**src/rtl/fifo_reader.sv**
```systemverilog
// Pop-side burst controller for the counter-based FIFO, presenting popped words on a valid/ready stream.
// Build option: define FIFO_READER_SKID_EN for a 2-entry skid buffer instead of a single output register.
module fifo_reader #(
   parameter int WIDTH     = 4,
   parameter int DEPTH     = 2,
   parameter int THRESHOLD = 1,
   parameter int BURST     = DEPTH
) (
   input  logic                     clk,
   input  logic                     rst,
   input  logic [$clog2(DEPTH):0]   fifo_item_count,
   input  logic [WIDTH-1:0]         fifo_pop_data,
   output logic                     fifo_pop_enable,
   input  logic                     flush,
   output logic                     m_valid,
   input  logic                     m_ready,
   output logic [WIDTH-1:0]         m_data,
   output logic                     m_last,
   output logic                     burst_active
);

   localparam int L2_DEPTH = $clog2(DEPTH);
   localparam int CNT_W    = L2_DEPTH + 1;
   localparam int BW       = $clog2(BURST) + 1;

   localparam logic [CNT_W-1:0] THRESH_C   = CNT_W'(THRESHOLD);
   localparam logic [CNT_W-1:0] ONE_C      = CNT_W'(1);
   localparam logic [BW-1:0]    BURST_LAST = BW'(BURST - 1);

   typedef enum logic {IDLE = 1'b0, STREAM = 1'b1} state_t;

   state_t          state, state_nxt;
   logic [BW-1:0]   burst_cnt, burst_cnt_nxt;
   logic            room;
   logic            pop;
   logic            last;
   logic            count_nz;
   logic            start;

   // Stream handshake: a word transfers on any rising edge where m_valid && m_ready;
   // m_data/m_last are only meaningful while m_valid is high and never change under stall.

   always_comb begin
      count_nz      = (fifo_item_count != '0);
      start         = (fifo_item_count >= THRESH_C) || (flush && count_nz);
      last          = (burst_cnt == BURST_LAST) || (fifo_item_count == ONE_C);
      pop           = 1'b0;
      state_nxt     = state;
      burst_cnt_nxt = burst_cnt;
      case (state)
         IDLE: begin
            burst_cnt_nxt = '0;
            if (start) state_nxt = STREAM;
         end
         STREAM: begin
            pop = count_nz && room;
            if (pop) begin
               if (last) begin
                  state_nxt     = IDLE;
                  burst_cnt_nxt = '0;
               end else begin
                  burst_cnt_nxt = burst_cnt + 1'b1;
               end
            end else if (!count_nz) begin
               // Defensive exit: the FIFO drained without a last pop being seen.
               state_nxt = IDLE;
            end
         end
      endcase
      if (rst) pop = 1'b0;
   end

   assign fifo_pop_enable = pop;
   assign burst_active    = (state == STREAM);

   always_ff @(posedge clk) begin
      if (rst) begin
         state     <= IDLE;
         burst_cnt <= '0;
      end else begin
         state     <= state_nxt;
         burst_cnt <= burst_cnt_nxt;
      end
   end

`ifdef FIFO_READER_SKID_EN
   logic [1:0]       occ;
   logic [WIDTH-1:0] data0, data1;
   logic             last0, last1;
   logic             accept;

   // Room depends only on occupancy, which breaks the m_ready -> pop path.
   assign room    = (occ != 2'd2);
   assign accept  = (occ != 2'd0) && m_ready;
   assign m_valid = (occ != 2'd0);
   assign m_data  = data0;
   assign m_last  = last0;

   always_ff @(posedge clk) begin
      if (rst) begin
         occ   <= 2'd0;
         data0 <= '0;
         data1 <= '0;
         last0 <= 1'b0;
         last1 <= 1'b0;
      end else begin
         case ({pop, accept})
            2'b11: begin
               data0 <= fifo_pop_data;
               last0 <= last;
            end
            2'b10: begin
               if (occ == 2'd0) begin
                  data0 <= fifo_pop_data;
                  last0 <= last;
               end else begin
                  data1 <= fifo_pop_data;
                  last1 <= last;
               end
               occ <= occ + 2'd1;
            end
            2'b01: begin
               data0 <= data1;
               last0 <= last1;
               occ   <= occ - 2'd1;
            end
            default: ;
         endcase
      end
   end
`else
   assign room = !m_valid || m_ready;

   always_ff @(posedge clk) begin
      if (rst) begin
         m_valid <= 1'b0;
         m_data  <= '0;
         m_last  <= 1'b0;
      end else if (pop) begin
         m_valid <= 1'b1;
         m_data  <= fifo_pop_data;
         m_last  <= last;
      end else if (m_ready) begin
         m_valid <= 1'b0;
      end
   end
`endif

endmodule

```
**config.mk**
```make
export PLATFORM = sky130hd
export DESIGN_NAME = fifo_reader
export DESIGN_NICKNAME = d
export VERILOG_FILES = /design/src/rtl/fifo_reader.sv
export SDC_FILE = /design/constraint.sdc
export NUM_CORES = 1
export LEC_CHECK = 0
export CAP_MARGIN = 20
export CORE_AREA = 10 10 47 49
export DETAILED_ROUTE_END_ITERATION = 12
export DIE_AREA = 0 0 57 59
export PLACE_DENSITY = 0.66
export SLEW_MARGIN = 20
export SYNTH_ARGS = -nofsm -noshare
export SYNTH_HDL_FRONTEND = slang
export SYNTH_SLANG_ARGS = --single-unit
```
**constraint.sdc**
```tcl
create_clock -name clk -period 1.2 [get_ports clk]
set_clock_uncertainty 0.05 [all_clocks]
set_input_delay 0.24 -clock clk [delete_from_list [all_inputs] [get_ports clk]]
set_output_delay 0.24 -clock clk [all_outputs]
set_load 0.01 [all_outputs]
```
# After elaboration in Yosys (flattened, before gate mapping)

Index checks and enable logic that the tools add are counted.

Shift operators: 0
Bitwise operators: 1
Reduce and logical (&&, ||, !) cells: 8
Div/mod/pow operators: 0
Muxes and demuxes: 12
$lt $le $gt $ge: 1
Multipliers: 0
Equality and inequality tests: 3
Add/subtract/negate cells: 1

Operators with widths:

| kind                                                 | number |
|---|---|
| 2-to-1 mux 1 bit                                     | 8 |
| == test 2 x 1 -> 1 bit (second input constant)       | 2 |
| 2-to-1 mux 2 bit                                     | 2 |
| case mux 2 bit (2 select lines)                      | 1 |
| nonzero test 2 bit                                   | 2 |
| logical OR 1 bit                                     | 3 |
| adder 2 x 1 -> 2 bit (second input constant)         | 1 |
| >= comparator 2 x 1 -> 1 bit (second input constant) | 1 |
| logical AND 1 bit                                    | 2 |
| != test 2 x 1 -> 1 bit (second input constant)       | 1 |
| case mux 1 bit (2 select lines)                      | 1 |
| logical NOT 1 bit                                    | 1 |
| NOT 1 bit                                            | 1 |

Bits in read-only memories: 0
Register bits after elaboration: 9
Memories kept: 0
Word-level logic and storage cells: 31
Input port bits: 10
Bits in writable memories: 0
Latch bits: 0
Output and inout port bits: 8

# Depth between registers and ports, before layout

Gate-level depths: netlist (run 1).

Depth in word-level cells: 6
Gate-level depth with buffers: 5
Gate-level depth less buffers: 5

# Worst setup path after synthesis (run 1)

OpenSTA, ideal clock, no wires.

Path type: flip-flop to output port
From: register state, in the netlist burst_active
To: output fifo_pop_enable
Cell stages (with the launch flop): 4
Data required time: 0.910 ns
Arrival time: 1.063 ns
Buffers on the path: 0
Path slack: -0.153 ns
Cells stage by stage: dfxtp_1 -> inv_2 -> or3_4 -> nor2_1

Longest elaborated chain between the ends: 2

RTL lines:

| element                | line | RTL |
|---|---|---|
| from (decl)            | 32   | `state_t state, state_nxt;` |
| from (signal assigned) | 81   | `state <= state_nxt;` |
| 2-to-1 mux 1 bit       | 50   | `case (state)` |
| 2-to-1 mux 1 bit       | 70   | `if (rst) pop = 1'b0;` |
| to (decl)              | 13   | `output logic fifo_pop_enable,` |

Every way passes these cells.

# Worst setup path after layout (run 1)

From: register m_valid
To: output fifo_pop_enable

Longest elaborated chain between the ends: 5

RTL lines:

| element                | line | RTL |
|---|---|---|
| from (decl)            | 15   | `output logic m_valid,` |
| from (signal assigned) | 136  | `m_valid <= 1'b0;` |
| from (signal assigned) | 140  | `m_valid <= 1'b1;` |
| from (signal assigned) | 144  | `m_valid <= 1'b0;` |
| logical NOT 1 bit      | 132  | `assign room = !m_valid \|\| m_ready;` |
| logical OR 1 bit       | 132  |  |
| logical AND 1 bit      | 56   | `pop = count_nz && room;` |
| 2-to-1 mux 1 bit       | 50   |  |
| 2-to-1 mux 1 bit       | 70   |  |

Every way passes these cells.

==> metrics.txt, run 1 <==
# TYPE chip_impl_metric gauge
chip_impl_metric{name="cp.arrival",unit="ns"} 1.25
chip_impl_metric{name="cts.path.max_buffers",unit=""} 2
chip_impl_info{name="min_path_type",value="input pin to flop"} 1
chip_impl_metric{name="cap_violations",unit=""} 0
chip_impl_info{name="synth.top_cells.by_area",value="dfxtp_1, nand2b_1, mux2i_1"} 1
chip_impl_metric{name="io_buffers",unit=""} 16
chip_impl_metric{name="synthesis.area",unit="sq um"} 431.7
chip_impl_metric{name="ff2ff_setup_slack",unit="ns"} -0.15
chip_impl_metric{name="design.die.area",unit="sq um"} 3363
chip_impl_metric{name="vdd_drop_max",unit="uV"} 682.8
chip_impl_info{name="worst_path_max_delay_cell",value="or3_4"} 1
chip_impl_metric{name="drt-total-wl",unit="um"} 1049
chip_impl_metric{name="grt_remaining_overflow",unit=""} 0
chip_impl_metric{name="antennaDiodeCount",unit=""} 0
chip_impl_metric{name="grt_first_pass_wirelength",unit="um"} 1683
chip_impl_metric{name="area_of_the_multi_input_gates",unit="sq um"} 265.3
chip_impl_metric{name="crit_path_max_incr_delay",unit="ns"} 0.34
chip_impl_metric{name="leakage",unit="nW"} 0.3205
chip_impl_metric{name="clock_tree.htree_level_count",unit=""} 1
chip_impl_metric{name="tightestPinTransition",unit="ns"} 0.2802
chip_impl_info{name="status",value="finished, violations left"} 1
chip_impl_metric{name="die_y",unit="um"} 59
chip_impl_metric{name="ant_nets",unit=""} 0
chip_impl_metric{name="power.density",unit="nW/um^2"} 967.2
chip_impl_metric{name="n_fill_cell",unit=""} 145
chip_impl_metric{name="wl_per_cell",unit="um"} 11.53
chip_impl_metric{name="core.rowCount",unit=""} 14
chip_impl_info{name="crit_path_end_kind",value="output port"} 1
chip_impl_metric{name="worst_setup_slack_post_dpl",unit="ns"} -0.9375
chip_impl_info{name="crit_chain",value="and2b_4 > or3_4 > nor2_4 > buf_6"} 1
chip_impl_info{name="cell_accounting_for_the_most_synthesized_area",value="dfxtp_1"} 1
chip_impl_metric{name="hold_violations",unit=""} 0
chip_impl_metric{name="postSynthCellCount",unit=""} 44
chip_impl_metric{name="cp_max_fo",unit=""} 2
chip_impl_metric{name="placeableCoreArea",unit="sq um"} 1401
chip_impl_metric{name="starting_utilization_of_the_core_area",unit=""} 0.3080
chip_impl_info{name="clk_root_buffer_cell",value="clkbuf_4"} 1
chip_impl_metric{name="hpwl",unit="um"} 825.1
chip_impl_metric{name="worst_r2r_path_depth",unit=""} 6
chip_impl_metric{name="horizontal_die_dimension",unit="um"} 57
chip_impl_metric{name="clock-sinks",unit=""} 9
chip_impl_metric{name="hold_path_depth",unit=""} 3
chip_impl_metric{name="drt_iter0_markers",unit=""} 1
chip_impl_metric{name="timing.final.setup_violations",unit=""} 7
chip_impl_metric{name="ios",unit=""} 18
chip_impl_metric{name="final_period_utilization",unit=""} 1.286
chip_impl_metric{name="synthDominantCellAreaShare",unit=""} 0.4174
chip_impl_info{name="grt_setup_unrepaired",value="yes"} 1
chip_impl_info{name="worstSetupStartpointType",value="flop"} 1
chip_impl_metric{name="seq_area_frac_synth",unit=""} 0.4174
chip_impl_metric{name="viasPerCell",unit=""} 4.495
chip_impl_metric{name="timing_max_transition_violations_final",unit=""} 0
chip_impl_metric{name="grt_max_degree",unit=""} 14
chip_impl_metric{name="clk_latency",unit="ns"} 0.25
chip_impl_metric{name="route.vias.total",unit=""} 409
chip_impl_metric{name="max_slew_margin",unit=""} 0.8130
chip_impl_metric{name="final_nets",unit=""} 87
chip_impl_metric{name="drc",unit=""} 0
chip_impl_metric{name="avgSynthCellArea",unit="sq um"} 9.811
chip_impl_metric{name="number_of_buffers_inserted_during_clock_tree_synthesis",unit=""} 3
chip_impl_metric{name="first_pass_iters",unit=""} 2
chip_impl_metric{name="routabilityCongestion",unit=""} 0.6789
chip_impl_metric{name="first_global_vias",unit=""} 388
chip_impl_metric{name="initial_antenna_violation_count",unit=""} 0
chip_impl_info{name="tritoncts",value="built"} 1
chip_impl_metric{name="postSynthRegisterBits",unit=""} 9
chip_impl_metric{name="cts.reportedPaths.clkPinSlew",unit="ns"} 0.06
chip_impl_metric{name="crit_required",unit="ns"} 0.91
chip_impl_metric{name="drive_above_1_share",unit=""} 0.4000
chip_impl_info{name="critPathKind",value="flop to output port"} 1
chip_impl_metric{name="syn_to_final_growth",unit="%"} 74.20
chip_impl_metric{name="yosysWarningCount",unit=""} 0
chip_impl_metric{name="seqCellArea",unit="sq um"} 182.7
chip_impl_info{name="violations_in_the_final_reports",value="setup timing"} 1
chip_impl_metric{name="postSynthNetCount",unit=""} 55
chip_impl_metric{name="achievable-frequency",unit="GHz"} 0.6482
chip_impl_metric{name="final_critical_path_setup_slack",unit="ns"} -0.3427
chip_impl_metric{name="final.min_clock_period",unit="ns"} 1.543
chip_impl_metric{name="postLayoutCoreUtil",unit=""} 0.5366
chip_impl_metric{name="grtUsageTotal",unit=""} 0.06253
chip_impl_metric{name="synthDistinctLibCells",unit=""} 21
-- sequential cells by signal, summed over array words and instances (netlist names) --
signal and cells:
m_last 1, m_valid 1, burst_cnt 2, m_data 4, burst_active 1
-- critical path: cells and delay by family (launching register included) --
family                 cells  cell delay (ns)
AND/OR/NAND/NOR            3             0.59
buffers and inverters      1             0.10
flip-flops                 1             0.32
-- cell type report --
type / count / area share
Multi-Input combinational cell: 31 / 0.3527
Timing Repair Buffer: 28 / 0.3278
Sequential cell: 9 / 0.2429
Clock buffer: 4 / 0.03494
Tap cell: 16 / 0.02662
Inverter: 3 / 0.01498
-- metrics by stage --
| step | hold WS, ns | power (mW) | setup TNS, ns | std cells | cell area [sq um] |
|---|---|---|---|---|---|
| 3_3_place_gp | 0.4058 | 0.5076 | -4.263 | 85 | 691.9 |
| 3_5_place_dp | 0.4128 | 0.5096 | -4.377 | 85 | 691.9 |
| 5_1_grt | 0.4067 | 0.7755 | -1.516 | 91 | 752.0 |
| 2_1_floorplan | 0.3305 | 0.4072 | -0.06229 | 44 | 440.4 |
| 4_1_cts | 0.3554 | 0.7270 | -0.4868 | 89 | 709.4 |
| 6_report | 0.3695 | 0.7273 | -0.9731 | 91 | 752.0 |
-- Yosys cell counts --
library cell  count
dfxtp_1           9
nand4b_1          1
nor2_1            2
a21oi_1           1
nor2b_1           2
inv_2             1
clkbuf_1          1
ha_1              1
inv_1             2
o21ai_0           1
o31ai_1           1
mux2i_1           5
o21a_1            1
o22ai_1           1
and2b_4           1
nand2b_1          9
a21oi_2           1
a31oi_1           1
or3_4             1
o21ai_1           1
nor3_4            1
-- where the power goes --
group	total, mW	leakage (nW)	internal, mW	switching, mW
Combinational	0.177	0.231	0.105	0.0724
Sequential	0.325	0.0743	0.317	0.00814
Clock	0.224	0.0150	0.128	0.0968
Total	0.727	0.320	0.550	0.177
-- cells by family (layout without fill, tap and decap cells) --
logic type | Yosys count | after routing | synth area share
adder cells (fa/ha/maj) | 1 | 1 | 0.02898
multiplexers | 5 | 5 | 0.1159
AO/OA/AOI/OAI | 8 | 8 | 0.1188
buffers and inverters | 4 | 35 | 0.03477
flip-flops | 9 | 9 | 0.4174
AND/OR/NAND/NOR | 17 | 17 | 0.2841
-- path summary, 6_finish.rpt --
check | end | from
setup / recovery | fifo_pop_enable | m_valid
hold / removal | burst_active | fifo_item_count[0]
setup reg to reg | m_data[2] | m_valid
hold reg to reg | m_last | m_last
-- metal layers --
layer,up-vias,share of wire,track usage
li1,215,-,-
met3,0,0.059,0.04292
met4,0,0,0.01007
met2,10,0.53,0.1023
met5,-,0,0
met1,184,0.41,0.06619
-- repair_timing --
item | CTS | global route
resized for setup | 24 | 8
pin swaps | 2 | 5
setup buffers | 0 | 2
setup endpoints to repair | 17 | 8
cloned | 0 | 0
hold buffers | 0 | 0
-- cell usage in the layout (no fill, tap or decap) --
| cell | instances |
|---|---|
| a31oi_1 | 1 |
| o31ai_2 | 1 |
| dlygate4sd2_1 | 8 |
| clkdlybuf4s50_1 | 5 |
| inv_1 | 2 |
| o21ai_4 | 1 |
| dfxtp_2 | 2 |
| nor2_4 | 1 |
| nor2b_1 | 1 |
| ha_1 | 1 |
| o21ai_1 | 1 |
| and2b_4 | 1 |
| clkbuf_1 | 1 |
| nand4b_1 | 1 |
| o21a_1 | 1 |
| nor2_2 | 1 |
| inv_2 | 1 |
| mux2i_1 | 5 |
| nor3_4 | 1 |
| a21oi_2 | 1 |
| clkbuf_4 | 3 |
| dfxtp_1 | 7 |
| a21oi_1 | 1 |
| o22ai_1 | 1 |
| nor2b_2 | 1 |
| buf_4 | 8 |
| buf_6 | 5 |
| or3_4 | 1 |
| nand2b_1 | 9 |
| buf_2 | 2 |
Power figures use the tool's default switching activity.
==> run 2: changes to the inputs <==
--- a/config.mk
+++ b/config.mk
@@ -7,6 +7,7 @@
 export LEC_CHECK = 0
 export CAP_MARGIN = 20
 export CORE_AREA = 10 10 47 49
+export CTS_BUF_LIST = sky130_fd_sc_hd__clkbuf_8
 export DETAILED_ROUTE_END_ITERATION = 12
 export DIE_AREA = 0 0 57 59
 export PLACE_DENSITY = 0.66
==> metrics.txt, run 2 (same netlist as run 1, synthesis figures left out) <==
# TYPE chip_impl_metric gauge
chip_impl_metric{name="clock-sinks",unit=""} 9
chip_impl_metric{name="cts.reportedPaths.clkPinSlew",unit="ns"} 0.04
chip_impl_metric{name="grt_remaining_overflow",unit=""} 0
chip_impl_metric{name="max_slew_margin",unit=""} 0.8416
chip_impl_metric{name="cp.arrival",unit="ns"} 1.22
chip_impl_info{name="regToRegStartpoint",value="m_valid"} 1
chip_impl_metric{name="ios",unit=""} 18
chip_impl_metric{name="routabilityCongestion",unit=""} 0.6789
chip_impl_metric{name="clk_latency",unit="ns"} 0.23
chip_impl_metric{name="final_nets",unit=""} 87
chip_impl_metric{name="grtUsageTotal",unit=""} 0.06470
chip_impl_metric{name="timing.final.setup_violations",unit=""} 9
chip_impl_metric{name="number_of_flip_flops_under_the_largest_register_name",unit=""} 4
chip_impl_metric{name="final_critical_path_setup_slack",unit="ns"} -0.3147
chip_impl_info{name="critPathKind",value="flop to output port"} 1
chip_impl_info{name="worstSetupEndpoint",value="fifo_pop_enable"} 1
chip_impl_metric{name="antennaDiodeCount",unit=""} 0
chip_impl_metric{name="worst_r2r_path_depth",unit=""} 6
chip_impl_info{name="r2r-end",value="m_data[2]"} 1
chip_impl_info{name="min_path_type",value="input pin to flop"} 1
chip_impl_metric{name="design.die.area",unit="sq um"} 3363
chip_impl_metric{name="grt_max_degree",unit=""} 14
chip_impl_info{name="crit_path_end_kind",value="output port"} 1
chip_impl_info{name="violations_in_the_final_reports",value="setup timing"} 1
chip_impl_metric{name="power.density",unit="nW/um^2"} 1098
chip_impl_metric{name="number_of_buffers_inserted_during_clock_tree_synthesis",unit=""} 3
chip_impl_metric{name="die_y",unit="um"} 59
chip_impl_metric{name="ant_nets",unit=""} 0
chip_impl_metric{name="vdd_drop_max",unit="uV"} 700.6
chip_impl_info{name="grt_setup_unrepaired",value="yes"} 1
chip_impl_metric{name="hold_violations",unit=""} 0
chip_impl_metric{name="first_global_vias",unit=""} 382
chip_impl_metric{name="drt-total-wl",unit="um"} 1064
chip_impl_metric{name="leakage",unit="nW"} 0.3304
chip_impl_info{name="mostFrequentLayoutCells",value="nand2b_1, dlygate4sd2_1, buf_4, dfxtp_1"} 1
chip_impl_info{name="worstSetupStartpointType",value="flop"} 1
chip_impl_info{name="clk_root_buffer_cell",value="clkbuf_8"} 1
chip_impl_metric{name="route.vias.total",unit=""} 417
chip_impl_metric{name="first_pass_iters",unit=""} 2
chip_impl_metric{name="io_buffers",unit=""} 16
chip_impl_metric{name="achievable-frequency",unit="GHz"} 0.6602
chip_impl_metric{name="clock_tree.htree_level_count",unit=""} 1
chip_impl_info{name="largest_registers",value="m_data (4), burst_cnt (2)"} 1
chip_impl_info{name="setup.worst_path.start",value="m_valid"} 1
chip_impl_info{name="layout_commonest_cell",value="nand2b_1"} 1
chip_impl_metric{name="syn_to_final_growth",unit="%"} 76.23
chip_impl_metric{name="timing_max_transition_violations_final",unit=""} 0
chip_impl_metric{name="initial_antenna_violation_count",unit=""} 0
chip_impl_info{name="status",value="finished, violations left"} 1
chip_impl_metric{name="postLayoutCoreUtil",unit=""} 0.5429
chip_impl_metric{name="starting_utilization_of_the_core_area",unit=""} 0.3080
chip_impl_metric{name="final.min_clock_period",unit="ns"} 1.515
chip_impl_metric{name="final_period_utilization",unit=""} 1.262
chip_impl_metric{name="crit_required",unit="ns"} 0.91
chip_impl_metric{name="grt_first_pass_wirelength",unit="um"} 1676
chip_impl_metric{name="ff2ff_setup_slack",unit="ns"} -0.15
chip_impl_metric{name="wl_per_cell",unit="um"} 11.69
chip_impl_metric{name="drt_iter0_markers",unit=""} 6
chip_impl_info{name="tritoncts",value="built"} 1
chip_impl_metric{name="core.rowCount",unit=""} 14
chip_impl_metric{name="setup_total_negative_slack",unit="ns"} -0.9476
chip_impl_metric{name="drive_above_1_share",unit=""} 0.3867
chip_impl_metric{name="cp_max_fo",unit=""} 2
chip_impl_metric{name="horizontal_die_dimension",unit="um"} 57
chip_impl_metric{name="placeableCoreArea",unit="sq um"} 1401
chip_impl_metric{name="cts.path.max_buffers",unit=""} 2
chip_impl_info{name="largest_register",value="m_data"} 1
chip_impl_metric{name="count_of_hold_fix_buffers_inserted_at_cts",unit=""} 0
chip_impl_metric{name="hpwl",unit="um"} 825.1
chip_impl_metric{name="cap_violations",unit=""} 0
chip_impl_metric{name="drc",unit=""} 0
chip_impl_metric{name="tightestPinTransition",unit="ns"} 0.2374
chip_impl_metric{name="viasPerCell",unit=""} 4.582
[run 2: how the worst min path moves through the flow]
stage                            start      endpoint  cells past startpoint
floorplan           fifo_item_count[1]  burst_active                      2
global route                    m_last        m_last                      1
global placement          burst_cnt[0]  burst_cnt[0]                      1
detailed placement              m_last        m_last                      1
CTS                 fifo_item_count[0]  burst_active                      3
finish              fifo_item_count[0]  burst_active                      3
[run 2: critical path, cell delays in order (launching register included)]
cell	delay (ns)
dfxtp_2	0.31
and2b_4	0.16
or3_4	0.34
nor2_4	0.09
buf_6	0.10
[run 2: through the flow]
stage               hold slack, ns  power, mW  setup slack, ns  cells  instance area (sq um)
CTS                         0.3886     0.8383          -0.4029     89                  739.5
floorplan                   0.3305     0.4072         -0.06229     44                  440.4
finish                      0.3903     0.8351          -0.3147     91                  760.7
global route                0.4403     0.8821          -0.3573     91                  760.7
global placement            0.4058     0.5076          -0.9383     85                  691.9
detailed placement          0.4128     0.5096          -0.9375     85                  691.9
[run 2: area by class of cell]
cell class	instances	area (sq um)
flip-flops and latches	9	182.7
multi-input cells	31	255.2
clock buffers	3	41.29
inverters	3	11.26
well taps	16	20.02
fillers	140	640.6
repair buffers	28	246.5
clock inverters	1	3.754
[run 2: repair_timing]
action	CTS	global route
pin swaps	2	6
hold endpoints to repair	0	0
gates resized for setup	21	8
buffers inserted	0	2
endpoints found under the setup margin	17	10
[run 2: report_power, final]
group | internal (mW) | leakage (nW) | switching [mW] | total (mW)
Sequential | 0.319 | 0.0743 | 0.00814 | 0.327
Clock | 0.222 | 0.0269 | 0.112 | 0.334
Combinational | 0.104 | 0.229 | 0.0706 | 0.174
Total | 0.645 | 0.330 | 0.191 | 0.835
[run 2: per-layer routing]
layer | up-vias | global-route usage | share of wire
li1 | 216 | - | -
met2 | 11 | 0.09767 | 0.50
met3 | 4 | 0.04721 | 0.082
met1 | 186 | 0.06619 | 0.40
met4 | 0 | 0.03020 | 0.017
met5 | - | 0 | 0
